`src/rtl/btn_irq.sv`:
```
// ---------------------------------------------------------------------------
// btn_irq -- push-button interrupt-source front end for the n_clic controller.
//
// Each raw button input is synchronised, debounced by a 4-state FSM, and the
// selected edge of the debounced level raises a pending line. The n_clic
// clears a pending line with a one-cycle acknowledge. An edge that arrives
// while its pending line is still set (and not being acknowledged) sets a
// sticky overrun flag, which the next acknowledge clears.
//
// Parameters:
//   NumBtn         number of button channels
//   SyncStages     synchroniser depth (>= 2)
//   DebounceCycles consecutive stable synchronised cycles needed to accept a
//                  new level (>= 2)
//
// Ports:
//   clk        in   core clock
//   reset      in   asynchronous active-low reset
//   btn_in     in   [NumBtn] raw asynchronous button inputs
//   edge_sel   in   [NumBtn] 0 = rising edge pends, 1 = falling edge pends
//   irq_ack    in   [NumBtn] one-cycle clear from n_clic
//   edge_both  in   [NumBtn] only with BTN_IRQ_BOTH_EDGES_EN: both edges pend,
//                   edge_sel ignored for that channel
//   btn_level  out  [NumBtn] debounced level (registered)
//   irq_pend   out  [NumBtn] pending interrupt request (registered)
//   overrun    out  [NumBtn] sticky lost-edge flag (registered)
//
// Build option: define BTN_IRQ_BOTH_EDGES_EN to add the edge_both port.
// Without it the logic behaves as if edge_both were tied to 0.
// ---------------------------------------------------------------------------
module btn_irq #(
  parameter int NumBtn         = 4,
  parameter int SyncStages     = 2,
  parameter int DebounceCycles = 16
) (
  input  logic              clk,
  input  logic              reset,
  input  logic [NumBtn-1:0] btn_in,
  input  logic [NumBtn-1:0] edge_sel,
  input  logic [NumBtn-1:0] irq_ack,
`ifdef BTN_IRQ_BOTH_EDGES_EN
  input  logic [NumBtn-1:0] edge_both,
`endif
  output logic [NumBtn-1:0] btn_level,
  output logic [NumBtn-1:0] irq_pend,
  output logic [NumBtn-1:0] overrun
);

  localparam int CntW = $clog2(DebounceCycles);
  localparam logic [CntW-1:0] CntLast = CntW'(DebounceCycles - 1);
  localparam logic [CntW-1:0] CntZero = CntW'(0);
  localparam logic [CntW-1:0] CntOne  = CntW'(1);

  typedef enum logic [1:0] {
    S_LO   = 2'd0,
    S_RISE = 2'd1,
    S_HI   = 2'd2,
    S_FALL = 2'd3
  } state_e;

  logic [NumBtn-1:0] sync_r [SyncStages];
  logic [NumBtn-1:0] sync_s;
  logic [NumBtn-1:0] edge_both_s;

  assign sync_s = sync_r[SyncStages-1];

`ifdef BTN_IRQ_BOTH_EDGES_EN
  assign edge_both_s = edge_both;
`else
  assign edge_both_s = {NumBtn{1'b0}};
`endif

  // Synchroniser chain for the raw asynchronous button inputs.
  always_ff @(posedge clk or negedge reset) begin
    if (!reset) begin
      for (int s = 0; s < SyncStages; s++) begin
        sync_r[s] <= {NumBtn{1'b0}};
      end
    end else begin
      sync_r[0] <= btn_in;
      for (int s = 1; s < SyncStages; s++) begin
        sync_r[s] <= sync_r[s-1];
      end
    end
  end

  for (genvar g = 0; g < NumBtn; g++) begin : g_ch
    state_e          state_r;
    logic [CntW-1:0] cnt_r;
    logic            level_r;
    logic            pend_r;
    logic            ovr_r;
    logic            rise_s;
    logic            fall_s;
    logic            evt_s;

    // Decode the debounce completions that fire on this cycle's edge.
    always_comb begin
      rise_s = 1'b0;
      fall_s = 1'b0;
      case (state_r)
        S_RISE: begin
          if (sync_s[g] && (cnt_r == CntLast)) begin
            rise_s = 1'b1;
          end else begin
            rise_s = 1'b0;
          end
        end
        S_FALL: begin
          if (!sync_s[g] && (cnt_r == CntLast)) begin
            fall_s = 1'b1;
          end else begin
            fall_s = 1'b0;
          end
        end
        default: begin
          rise_s = 1'b0;
          fall_s = 1'b0;
        end
      endcase
    end

    // Edge qualification; edge_sel is looked at only when an edge fires.
    always_comb begin
      if (edge_both_s[g]) begin
        evt_s = rise_s | fall_s;
      end else begin
        evt_s = (rise_s & ~edge_sel[g]) | (fall_s & edge_sel[g]);
      end
    end

    // Debounce FSM: a new level needs DebounceCycles stable samples.
    always_ff @(posedge clk or negedge reset) begin
      if (!reset) begin
        state_r <= S_LO;
        cnt_r   <= CntZero;
        level_r <= 1'b0;
      end else begin
        case (state_r)
          S_LO: begin
            if (sync_s[g]) begin
              state_r <= S_RISE;
              cnt_r   <= CntOne;
            end else begin
              cnt_r   <= CntZero;
            end
          end
          S_RISE: begin
            if (!sync_s[g]) begin
              state_r <= S_LO;
              cnt_r   <= CntZero;
            end else if (cnt_r == CntLast) begin
              state_r <= S_HI;
              cnt_r   <= CntZero;
              level_r <= 1'b1;
            end else begin
              cnt_r   <= cnt_r + CntOne;
            end
          end
          S_HI: begin
            if (!sync_s[g]) begin
              state_r <= S_FALL;
              cnt_r   <= CntOne;
            end else begin
              cnt_r   <= CntZero;
            end
          end
          S_FALL: begin
            if (sync_s[g]) begin
              state_r <= S_HI;
              cnt_r   <= CntZero;
            end else if (cnt_r == CntLast) begin
              state_r <= S_LO;
              cnt_r   <= CntZero;
              level_r <= 1'b0;
            end else begin
              cnt_r   <= cnt_r + CntOne;
            end
          end
          default: begin
            state_r <= S_LO;
            cnt_r   <= CntZero;
            level_r <= 1'b0;
          end
        endcase
      end
    end

    // Pending/overrun update: a new event always beats a coincident ack.
    always_ff @(posedge clk or negedge reset) begin
      if (!reset) begin
        pend_r <= 1'b0;
        ovr_r  <= 1'b0;
      end else begin
        if (evt_s && pend_r && !irq_ack[g]) begin
          pend_r <= 1'b1;
          ovr_r  <= 1'b1;
        end else if (evt_s) begin
          pend_r <= 1'b1;
        end else if (irq_ack[g]) begin
          pend_r <= 1'b0;
          ovr_r  <= 1'b0;
        end else begin
          pend_r <= pend_r;
          ovr_r  <= ovr_r;
        end
      end
    end

    assign btn_level[g] = level_r;
    assign irq_pend[g]  = pend_r;
    assign overrun[g]   = ovr_r;
  end

endmodule

```
`config.mk`:
```
export PLATFORM = sky130hd
export DESIGN_NAME = btn_irq
export DESIGN_NICKNAME = d
export VERILOG_FILES = /design/src/rtl/btn_irq.sv
export SDC_FILE = /design/constraint.sdc
export NUM_CORES = 1
export LEC_CHECK = 0
export ABC_AREA = 1
export BUFFER_PORTS_ARGS = -buffer_cell sky130_fd_sc_hd__buf_2
export CAP_MARGIN = 20
export CORE_UTILIZATION = 25
export DETAILED_ROUTE_END_ITERATION = 6
export SLEW_MARGIN = 25
export SYNTH_ARGS = -nofsm -noshare
export SYNTH_HDL_FRONTEND = slang
export SYNTH_SLANG_ARGS = --single-unit
```
`constraint.sdc`:
```
create_clock -name clk -period 1.95 [get_ports clk]
set_clock_uncertainty 0.2 [all_clocks]
set_input_delay 0.2925 -clock clk [delete_from_list [all_inputs] [get_ports clk]]
set_output_delay 0.2925 -clock clk [all_outputs]
set_load 0.02 [all_outputs]
```
==> impl_metrics.yaml <==
floorplanning:
  core-area_um2: 7687
  die_height_um: 91.12
  dieArea_um2: 8303
  core.rowCount: 32
  fp.dieW_um: 91.12
  start_util: 0.2583
  io-pin-count: 26
power_and_ir_drop:
  p_sw_mw: 0.4652
  seq_power_share: 0.524
  pwr_density_cell_nw_per_um2: 822.0
  p_leak_nw: 1.207
  power_frac_comb: 0.099
  p_int_mw: 1.458
  swShare: 0.2419
  clockPowerShare: 0.378
  irDropWorstVdd_v: 0.0002864
placed_design:
  post-dp-hpwl_mm: 2.414
  place.gp.congestion: 0.7587
  portBuffers: 25
route:
  wire_per_inst_um: 9.086
  via_count: 1411
  viasPerCell: 4.055
  wirelength_mm: 3.162
  drtPass1Iterations: 4
  drc: 0
  drtIter0Drc: 48
  ant_nets: 0
synthesis:
  ys_warn_count: 0
  synth_top_flop_cell: "dfrtp_1"
  async_reset_ff_frac: 1.000
  synth_top_family_by_area: "simple AND/OR/NAND/NOR gates"
  yosysSeqAreaShare: 0.5545
  syn-cell-area_um2: 1986
  syn_avg_cell_area_um2: 9.067
  synthAdderAreaFrac: 0.02520
  yosysUniqueCellTypes: 20
  synth_simple_gate_area_share: 0.1966
  synth-xor-area-share: 0.02205
  syn_inst: 219
  synth-edff-count: 0
  synth_seq_cells: 44
  synth_compound_area_frac: 0.09200
  synth_nets: 237
  synth_mux_area_frac: 0
clock_network:
  post_cts_resized: 0
  cts_buffer_depth: 2
  clk_pin_slew_ns: 0.09
  tritoncts: "yes"
  cts-root-buf: "clkbuf_8"
  cts_hold_buf: 5
  clock-sinks: 44
  clock_latency_ns: 0.29
  htreeDepth: 2
  cts_setup_buffers: 0
  numCtsBuffers: 5
hold_path:
  hold_path_class: "in -> reg"
worst_setup_path:
  startpoint_type: "register"
  crit_path_max_incr_delay_ns: 0.38
  crit_path_max_fanout: 5
  crit_arrival_ns: 1.38
  cp_cell_sequence: "ha_1, nand3_2, nor2_1, nand3_1, nand2_1, o21ai_0"
  crit_buf_inv: 0
  critPathCaptureType: "register"
  criticalPathCategory: "reg -> reg"
  cp_top_family: "simple AND/OR/NAND/NOR gates"
  cp.required_ns: 1.92
  worst_path_max_delay_cell: "dfrtp_1"
timing:
  timing.final.crit_share: 0.7210
  fmax_mhz: 711.2
  finalHoldViolations: 0
  min_period_ns: 1.406
  finalSetupViolCount: 0
  setup_tns_ns: 0
  drv_slew: 0
  relSlewSlack: 0.7154
  worst_pin_slew_ns: 0.4270
  grt_setup_unrepaired: "no"
grt:
  grt_pass1_wl_mm: 5.727
  grt_pass1_vias: 1349
  grt-ovfl-total: 0
  grt.total_usage: 0.08642
  antenna_found_initial: 0
  grt_max_degree: 29
final_layout:
  diodes: 0
  drive_above_1_share: 0.1707
  nets: 263
  area_growth_pct: 17.83
  final_util: 0.3044
status:
  run_status: "finished clean"
job:
  maxCapViolCount: 0
## layout make-up
cell class / instances / area [µm²]
timing repair buffer: 31 / 195.2
sequential: 44 / 1101
multi-input combinational: 129 / 666.9
tap: 102 / 127.6
inverter: 34 / 127.6
clock buffer: 6 / 82.58
clock inverter: 2 / 38.79
fill: 823 / 5348
## metrics by stage
step	worst slack [ns]	cells	cell area (µm²)	total power, mW	hold slack [ns]
finish	0.5440	348	2340	1.923	0.04602
global route	0.3830	348	2340	2.037	0.03421
CTS	0.5196	348	2340	1.961	0.03564
detailed placement	0.5468	335	2168	1.211	0.05720
global placement	0.6052	335	2168	1.202	0.05732
floorplan	0.6679	219	1986	1.136	-0.2031
## worst reg2reg max path: stages, from the launching register on
cell	delay (ns)
dfrtp_1	0.38
ha_1	0.21
nand3_2	0.12
nor2_1	0.17
nand3_1	0.09
nand2_1	0.06
o21ai_0	0.07
## state kept, by name, indices dropped and copies added (netlist names), named ones only
name	flops
g_ch.cnt_r	16
g_ch.ovr_r	4
g_ch.level_r	4
sync_r	4
sync_s	4
g_ch.state_r	4
g_ch.pend_r	4
## power groups by stage
stage	Sequential, mW	Combinational [mW]	Clock [mW]
after detailed placement	1.02	0.187	0
final	1.01	0.190	0.726
after floorplan	1.01	0.122	0
after global routing	1.02	0.231	0.790
after global placement	1.02	0.181	0
after CTS	1.01	0.196	0.759
## cell usage after synthesis (2+ instances only)
cell type,n,area (µm²)
ha_1,4,50.05
nand2_1,46,172.7
inv_1,34,127.6
nor2_2,2,12.51
a21oi_1,15,75.07
buf_4,12,90.09
nor2_4,2,22.52
dfrtp_1,44,1101
xnor2_1,2,17.52
xor2_1,3,26.28
nand3_2,4,40.04
o21ai_0,14,70.07
nor2_1,14,52.55
nand3_1,17,85.08
## worst paths after layout
kind	from	endpoint	slack, ns	cells after the start
setup reg to reg	g_ch[0].cnt_r[0]	g_ch[0].level_r	0.54	6
min in group asynchronous	reset	g_ch[3].pend_r	0.26	2
hold reg to reg	sync_r[7]	sync_s[3]	0.15	0
max in group asynchronous	reset	g_ch[0].pend_r	0.80	3
setup / recovery	g_ch[0].cnt_r[0]	g_ch[0].level_r	0.54	6
hold / removal	irq_ack[3]	g_ch[3].pend_r	0.05	4
## logic make-up after synthesis
family / after synthesis
AO/OA/AOI/OAI: 34
XOR/XNOR: 5
adder cells (fa/ha/maj): 4
buffers and inverters: 46
flip-flops: 44
AND/OR/NAND/NOR: 86
## layer usage
metal / vias up / share of wire / GRT usage
li1: 730 / - / -
met1: 654 / 0.48 / 0.1048
met2: 22 / 0.47 / 0.1427
met3: 5 / 0.040 / 0.02848
met4: 0 / 0.0098 / 0.03175
met5: - / 0 / 0
## placed cells by master (no fill, tap or decap), types with 5 or more instances in the layout
cell type / count
buf_2: 25
o21ai_0: 14
nor2_1: 14
dlygate4sd3_1: 5
inv_1: 34
dfrtp_1: 44
clkbuf_8: 6
a21oi_1: 15
nand2_1: 46
nand3_1: 17
No activity file was read; power rests on OpenSTA's default activity.
